### config.mk
export PLATFORM = sky130hd
export DESIGN_NAME = fft_stage_sequencer_flat
export DESIGN_NICKNAME = d
export VERILOG_FILES = /design/src/rtl/fft_stage_sequencer_if.sv /design/src/rtl/fft_stage_sequencer.sv /design/src/flat_wrapper.sv
export SDC_FILE = /design/constraint.sdc
export NUM_CORES = 1
export LEC_CHECK = 0
export CAP_MARGIN = 20
export CORE_ASPECT_RATIO = 0.75
export CORE_MARGIN = 3
export CORE_UTILIZATION = 42
export DETAILED_ROUTE_END_ITERATION = 6
export HOLD_SLACK_MARGIN = 0.06
export PLACE_DENSITY = 0.84
export SLEW_MARGIN = 30
export SYNTH_ARGS = -nofsm -noshare
export SYNTH_HDL_FRONTEND = slang
export SYNTH_SLANG_ARGS = --single-unit
export TNS_END_PERCENT = 1
### constraint.sdc
create_clock -name clk -period 1.3 [get_ports clk]
set_clock_uncertainty 0.15 [all_clocks]
set_input_delay 0.13 -clock clk [delete_from_list [all_inputs] [get_ports clk]]
set_output_delay 0.13 -clock clk [all_outputs]
set_load 0.005 [all_outputs]
### src/rtl/fft_stage_sequencer_if.sv
// Frame/stage handshake bundle of the FFT stage sequencer.
// master = sequencer side, slave = upstream requester plus stage controllers.
interface fft_stage_sequencer_if #(
    parameter int STAGE_ID_W = 3
);
    logic                  frame_start;
    logic                  stage_finish;
    logic                  stage_start;
    logic [STAGE_ID_W-1:0] stage_sel;
    logic                  busy;
    logic                  frame_done;
    logic [7:0]            frame_count;
    logic                  error;

    modport master (
        input  frame_start,
        input  stage_finish,
        output stage_start,
        output stage_sel,
        output busy,
        output frame_done,
        output frame_count,
        output error
    );

    modport slave (
        output frame_start,
        output stage_finish,
        input  stage_start,
        input  stage_sel,
        input  busy,
        input  frame_done,
        input  frame_count,
        input  error
    );
endinterface

### src/rtl/fft_stage_sequencer.sv
// Sequences the butterfly stages of one FFT frame via start/finish handshakes.
// Optional per-stage watchdog compiled in with `define FFT_SEQ_TIMEOUT_EN.
module fft_stage_sequencer #(
    parameter int NUM_STAGES     = 5,
    parameter int STAGE_ID_W     = 3,
    parameter int TIMEOUT_CYCLES = 64
) (
    input  logic                         clk,
    input  logic                         reset_n,
    fft_stage_sequencer_if.master        bus
);
    typedef enum logic [1:0] {
        S_IDLE,
        S_LAUNCH,
        S_WAIT,
        S_DONE
    } state_t;

    localparam logic [STAGE_ID_W-1:0] LAST_SEL = STAGE_ID_W'(NUM_STAGES - 1);

    if (((1 << STAGE_ID_W) < NUM_STAGES) || (NUM_STAGES < 1) || (TIMEOUT_CYCLES < 1)) begin : g_bad_cfg
        $error("fft_stage_sequencer: invalid NUM_STAGES/STAGE_ID_W/TIMEOUT_CYCLES");
    end

    state_t                state_q, state_d;
    logic [STAGE_ID_W-1:0] sel_q, sel_d;
    logic                  start_q, start_d;
    logic                  busy_q, busy_d;
    logic                  done_q, done_d;
    logic [7:0]            count_q, count_d;
    logic                  err_q, err_d;

`ifdef FFT_SEQ_TIMEOUT_EN
    localparam int TMO_W = $clog2(TIMEOUT_CYCLES + 1);
    localparam logic [TMO_W-1:0] TMO_LAST = TMO_W'(TIMEOUT_CYCLES - 1);
    logic [TMO_W-1:0] tmo_q, tmo_d;
`endif

    always_comb begin
        state_d = state_q;
        sel_d   = sel_q;
        count_d = count_q;
        err_d   = err_q;
`ifdef FFT_SEQ_TIMEOUT_EN
        // Counts WAIT cycles without a finish; any other state restarts it.
        tmo_d   = (state_q == S_WAIT && !bus.stage_finish) ? tmo_q + TMO_W'(1) : '0;
`endif
        unique case (state_q)
            S_IDLE: begin
                if (bus.frame_start) begin
                    state_d = S_LAUNCH;
                    sel_d   = '0;
                    err_d   = 1'b0;
                end
            end
            S_LAUNCH: state_d = S_WAIT;
            S_WAIT: begin
                if (bus.stage_finish) begin
                    if (sel_q == LAST_SEL) begin
                        state_d = S_DONE;
                    end else begin
                        sel_d   = sel_q + STAGE_ID_W'(1);
                        state_d = S_LAUNCH;
                    end
                end
`ifdef FFT_SEQ_TIMEOUT_EN
                else if (tmo_q == TMO_LAST) begin
                    state_d = S_IDLE;
                    sel_d   = '0;
                    err_d   = 1'b1;
                end
`endif
            end
            S_DONE: begin
                count_d = count_q + 8'd1;
                sel_d   = '0;
                state_d = S_IDLE;
            end
            default: state_d = S_IDLE;
        endcase

        // Outputs are decoded from the next state so they register alongside it.
        start_d = (state_d == S_LAUNCH);
        busy_d  = (state_d != S_IDLE);
        done_d  = (state_d == S_DONE);
    end

    always_ff @(posedge clk or negedge reset_n) begin
        if (!reset_n) begin
            state_q <= S_IDLE;
            sel_q   <= '0;
            start_q <= 1'b0;
            busy_q  <= 1'b0;
            done_q  <= 1'b0;
            count_q <= '0;
            err_q   <= 1'b0;
        end else begin
            state_q <= state_d;
            sel_q   <= sel_d;
            start_q <= start_d;
            busy_q  <= busy_d;
            done_q  <= done_d;
            count_q <= count_d;
            err_q   <= err_d;
        end
    end

`ifdef FFT_SEQ_TIMEOUT_EN
    always_ff @(posedge clk or negedge reset_n) begin
        if (!reset_n) begin
            tmo_q <= '0;
        end else begin
            tmo_q <= tmo_d;
        end
    end
    assign bus.error = err_q;
`else
    assign bus.error = 1'b0;
`endif

    assign bus.stage_start = start_q;
    assign bus.stage_sel   = sel_q;
    assign bus.busy        = busy_q;
    assign bus.frame_done  = done_q;
    assign bus.frame_count = count_q;
endmodule

### src/flat_wrapper.sv
// flat-port wrapper written by rule: the top's interface ports become plain ports
module fft_stage_sequencer_flat 
#(
    parameter int NUM_STAGES     = 5,
    parameter int STAGE_ID_W     = 3,
    parameter int TIMEOUT_CYCLES = 64
)
  (clk, reset_n, bus_frame_start, bus_stage_finish, bus_stage_start, bus_stage_sel, bus_busy, bus_frame_done, bus_frame_count, bus_error);
  fft_stage_sequencer_if #(.STAGE_ID_W(STAGE_ID_W)) bus_i ();
  input  logic clk;
  input  logic reset_n;
  input wire logic [$bits(bus_i.frame_start)-1:0] bus_frame_start;
  input wire logic [$bits(bus_i.stage_finish)-1:0] bus_stage_finish;
  output wire logic [$bits(bus_i.stage_start)-1:0] bus_stage_start;
  output wire logic [$bits(bus_i.stage_sel)-1:0] bus_stage_sel;
  output wire logic [$bits(bus_i.busy)-1:0] bus_busy;
  output wire logic [$bits(bus_i.frame_done)-1:0] bus_frame_done;
  output wire logic [$bits(bus_i.frame_count)-1:0] bus_frame_count;
  output wire logic [$bits(bus_i.error)-1:0] bus_error;
  assign bus_i.frame_start = bus_frame_start;
  assign bus_i.stage_finish = bus_stage_finish;
  assign bus_stage_start = bus_i.stage_start;
  assign bus_stage_sel = bus_i.stage_sel;
  assign bus_busy = bus_i.busy;
  assign bus_frame_done = bus_i.frame_done;
  assign bus_frame_count = bus_i.frame_count;
  assign bus_error = bus_i.error;
  fft_stage_sequencer #(.NUM_STAGES(NUM_STAGES), .STAGE_ID_W(STAGE_ID_W), .TIMEOUT_CYCLES(TIMEOUT_CYCLES)) u_core (.clk(clk), .reset_n(reset_n), .bus(bus_i));
endmodule
---- Yosys cells after proc, flatten, opt, wreduce, memory -nomap -nowiden ----
Cells that the tools add are included.
storage, ports and cells
  output and inout port bits .............. 15
  memory bits (writable) .................. 0
  bits of input ports ..................... 4
  memories kept ........................... 0
  memory bits (read-only) ................. 0
  latch bits .............................. 0
  bits in registers ....................... 16
  word-level logic and storage cells ...... 29
cells by class
  mux-type cells .......................... 8
  $lt $le $gt $ge ......................... 0
  add/sub/neg operators ................... 2
  equality and inequality tests ........... 9
  bitwise logic cells ..................... 0
  reductions and logical operators ........ 4
  shifts and indexed selects .............. 0
  divide/modulo/power cells ............... 0
  multiply operators ...................... 0
operator list
  kind                                                                    count
  3-bit two-way mux                                                       3
  3-bit one-hot mux with 3 select lines                                   1
  8-bit by 1-bit adder with 8-bit output (second input constant)          1
  2-bit one-hot mux with 4 select lines                                   1
  2-bit equality test (second input constant)                             3
  2-bit two-way mux                                                       3
  2-bit inequality test (second input constant)                           3
  2-bit by 1-bit equality test with 1-bit output (second input constant)  2
  4-bit AND reduction                                                     1
  3-bit by 1-bit adder with 3-bit output (second input constant)          1
  3-bit equality test (second input constant)                             1
  3-bit nonzero test                                                      1
  2-bit zero test                                                         1
  2-bit nonzero test                                                      1

---- Depth between registers and ports, before layout ----
Gate-level depths: netlist (run 1).
  word-level depth ........................ 5
  depth in mapped cells ................... 5

---- Worst setup path after synthesis (run 1) ----
No wires, ideal clock.
  path type ............................... register to register
  from .................................... reg u_core.sel_q[0] (netlist: u_core.bus.stage_sel[0])
  to ...................................... reg u_core.sel_q[1] (netlist: u_core.bus.stage_sel[1])
  path buffers ............................ 0
  required time ........................... 1.022 ns
  data arrival time ....................... 1.141 ns
  stages on the path, launching flop included .. 6
  slack ................................... -0.119 ns
  cell sequence ........................... dfrtp_1 > inv_1 > ha_1 > a21boi_2 > mux2i_1 > o22ai_1
between the ends
  cells in the longest elaborated chain, start to end .. 4
  elaborated cells between the ends (all ways) .. 7
  those cells by class .................... add/sub: 1; eq/ne: 2; mux: 3; reduce/logical: 1
RTL lines
  what                                    line                       RTL
  from (decl)                             fft_stage_sequencer.sv:26  logic [STAGE_ID_W-1:0] sel_q, sel_d;
  from (signal assigned)                  fft_stage_sequencer.sv:99  sel_q <= sel_d;
  3-bit by 1-bit adder with 3-bit output  fft_stage_sequencer.sv:62  sel_d = sel_q + STAGE_ID_W'(1);
  3-bit two-way mux                       fft_stage_sequencer.sv:59  if (sel_q == LAST_SEL) begin
  3-bit two-way mux                       fft_stage_sequencer.sv:58  if (bus.stage_finish) begin
  3-bit one-hot mux with 3 select lines   fft_stage_sequencer.sv:48  unique case (state_q)
Parallel ways exist; a longest one is shown, timed or not. The select of a mux whose other input is x is not followed.
A chain may end at the register's enable or synchronous reset.

---- Worst setup path after layout (run 1) ----
  from .................................... reg u_core.sel_q[1] (netlist: u_core.bus.stage_sel[1])
  to ...................................... reg u_core.sel_q[1] (netlist: u_core.bus.stage_sel[1])
Same word-level chain as after synthesis.

==> summary.md, run 1 <==
| Metric | Value |
|---|---|
| Status | finished with violations |
| Failing checks | negative setup slack |
| Max-cap violations | 0 |
| Fraction of layout cells with a size suffix above 1 | 0.360 |
| Residual DRC count | 0 |
| Crit path launch type | flop |
| Crit path max fanout | 3 |
| Drt total wl | 1.97 mm |
| CP peak stage delay | 400 ps |
| Via density | 4.99 |
| CTS tree | yes |
| Vias in the first global route | 682 |
| Std-Cell Core Area | 1610 sq um |
| Hold Crit Class | reg2reg |
| Port bufs | 17 |
| PnR worst setup slack | -159 ps |
| Worst Path Arrival | 1500 ps |
| DIE HEIGHT | 43.3 um |
| Static Leak | 0.614 nW |
| Synthesized area per cell | 11.3 sq um |
| Register area share after synthesis | 0.514 |
| Crit path cell chain | buf_6 -> inv_4 -> ha_4 -> a21boi_4 -> mux2i_1 -> o22ai_1 |
| PD cells | 1900 nW/um^2 |
| Slew Limit Fails | 0 |
| Clk_lat worst skew | 300 ps |
| Library cells used by synthesis | 26 |
| Worst Path Required | 1340 ps |
| Period minus WS final | 1460 ps |
| Die Wd | 55.7 um |
| Synth warnings | 0 |
| Clk slew on worst S/H paths | 100 ps |
| CTS max path bufs | 2 |
| First-pass GRT wire length | 3.33 mm |
| Unrepaired setup endpoints after global routing | yes |
| Final Cell Area | 1200 sq um |
| Setup violations, final | 9 |
| Clock buffer count from CTS | 3 |
| Synthesized cell area | 779 sq um |
| Initial Util | 0.485 |
| Final Hold Vio Count | 0 |
| Setup TNS | -797 ps |
| F_max | 685 MHz |
| Layout area overhead | 54.4% |
| DR vias | 659 |
| Final Cycle Share | 1.12 |
| Nets | 119 |
| Largest net degree at the start of global routing | 17 |
| Hpwl dp | 1.29 mm |
| Placed Area | 1050 sq um |
| Critical path class | reg2reg |
| Grt total ovfl | 0 |
| DRT Pass-1 Iters | 4 |
| Starting DRT DRC Count | 8 |
| DRT antenna net count | 0 |
| Highest-delay cell along the critical path | dfrtp_1 |
| Syn Inst Count | 69 |
| Post-Route Utilization | 0.749 |
| CTS Sinks | 16 |
| H-tree Lvls | 1 |
| Flops & latches, synth | 16 |
| CP Capture Type | flop |
| Hold Slack | 413 ps |
| Cell Rows | 12 |
| Placed instance count | 117 |
| Die Area | 2410 sq um |
| Global placement routability congestion | 0.791 |
| IR drop worst, VDD | 0.00155 V |
| Initial antenna violation count | 0 |
| Root Buffer Master | clkbuf_4 |
| Post-Syn Nets | 76 |
| Design Power | 2.29 mW |
| GRT Total Usage | 0.184 |
| I/O pin count | 19 |
| DP Worst Slack | -150 ps |
| Drt wl/cell | 14.9 um |
| # diodes | 0 |
| Layout Cells excl Fill | 132 |
[path summary, 6_finish.rpt]
path / slack [ps] / depth (start not counted) / startpoint / to
max: -160 / 6 / u_core.bus.stage_sel[1] / u_core.bus.stage_sel[1]
min: 410 / 2 / u_core.bus.frame_count[5] / u_core.bus.frame_count[5]
max reg2reg: -160 / 6 / u_core.bus.stage_sel[1] / u_core.bus.stage_sel[1]
min reg2reg: 410 / 2 / u_core.bus.frame_count[5] / u_core.bus.frame_count[5]
max in group asynchronous: 270 / 3 / reset_n / u_core.state_q[0]
min in group asynchronous: 530 / 3 / reset_n / u_core.bus.frame_count[5]
[Yosys cell counts, drive strengths merged]
cell type,instances,share of area
and2,1,0.0080
nand4,1,0.0080
o21ai,1,0.0064
a21boi,1,0.014
mux2i,2,0.026
ha,3,0.048
nand3,3,0.035
nor2,4,0.019
inv,5,0.024
a211oi,1,0.0096
xor2,3,0.034
buf,3,0.034
nand2b,2,0.016
nor3,3,0.019
a21oi,3,0.019
nand2,5,0.024
or2b,1,0.0096
nor4,1,0.027
xnor2,5,0.056
mux2,1,0.014
conb,1,0.0048
a41o,1,0.013
dfrtp,16,0.51
o22ai,2,0.016
[sequential cells by signal (all words and copies together) (netlist names)]
signal                  flops
u_core.bus.frame_count      8
u_core.bus.stage_sel        3
u_core.state_q              2
u_core.bus.busy             1
u_core.bus.frame_done       1
u_core.bus.stage_start      1
[metal layers]
metal	GRT usage	part of all wire
met1	0.229	0.41
met4	0.0437	0.019
met2	0.300	0.51
met5	0	0
met3	0.0760	0.056
[final cells by class]
cell class / count / area (sq um)
multi-input cells: 45 / 373
well taps: 21 / 26.3
clock buffers: 4 / 36.3
inverters: 5 / 21.3
repair buffers: 41 / 344
fillers: 108 / 403
flip-flops and latches: 16 / 403
[logic make-up after synthesis]
family / Yosys count / synth area share
compound gates: 9 / 0.0786
xor+xnor: 8 / 0.0899
fa+ha+maj: 3 / 0.0482
buf+inv: 8 / 0.0578
flops: 16 / 0.514
mux: 3 / 0.0401
other cells: 1 / 0.00481
simple gates: 21 / 0.167
[cells in the final DEF, fill, tap and decap left out, types with 2 or more instances in the layout]
cell type        instances
o22ai_1                  2
a21oi_1                  3
xnor2_1                  5
inv_1                    4
buf_4                   21
xor2_1                   3
dfrtp_1                 14
clkbuf_4                 3
nor3_1                   2
nand2_1                  5
dlygate4sd2_1           13
dfrtp_2                  2
buf_6                    2
nand3_1                  2
nor2_1                   3
clkdlybuf4s50_1          3
nand2b_1                 2
[worst max-delay path: cells and delay by family, from the launching register on]
family,cells,cell delay (ps)
DFF,1,400
AOI/OAI and AO/OA,2,260
muxes,1,210
adders and majority gates,1,150
buffers and inverters,2,160
[report_power, final]
group	leakage (nW)	switching [mW]	internal (mW)	total (mW)
clock	0.0210	0.166	0.171	0.337
combinational	0.388	0.494	0.661	1.15
sequential	0.205	0.147	0.654	0.801
total	0.614	0.806	1.49	2.29
[repair_timing]
item                                    in CTS  in global routing
hold buffers                                 1                  0
resized for setup                           21                  7
buffers inserted                            10                  0
hold endpoints to repair                    16                  0
pin swaps                                    5                  1
endpoints found under the setup margin      24                 14
(Power assumes the default switching activity.)
==> run 2, diff against run 1 <==
--- a/config.mk
+++ b/config.mk
@@ -10,6 +10,7 @@
 export CORE_MARGIN = 3
 export CORE_UTILIZATION = 42
 export DETAILED_ROUTE_END_ITERATION = 6
+export GPL_ROUTABILITY_DRIVEN = 1
 export HOLD_SLACK_MARGIN = 0.06
 export PLACE_DENSITY = 0.84
 export SLEW_MARGIN = 30
==> results of run 2 <==
Final layout, timing and power as in run 1 (identical DEF).
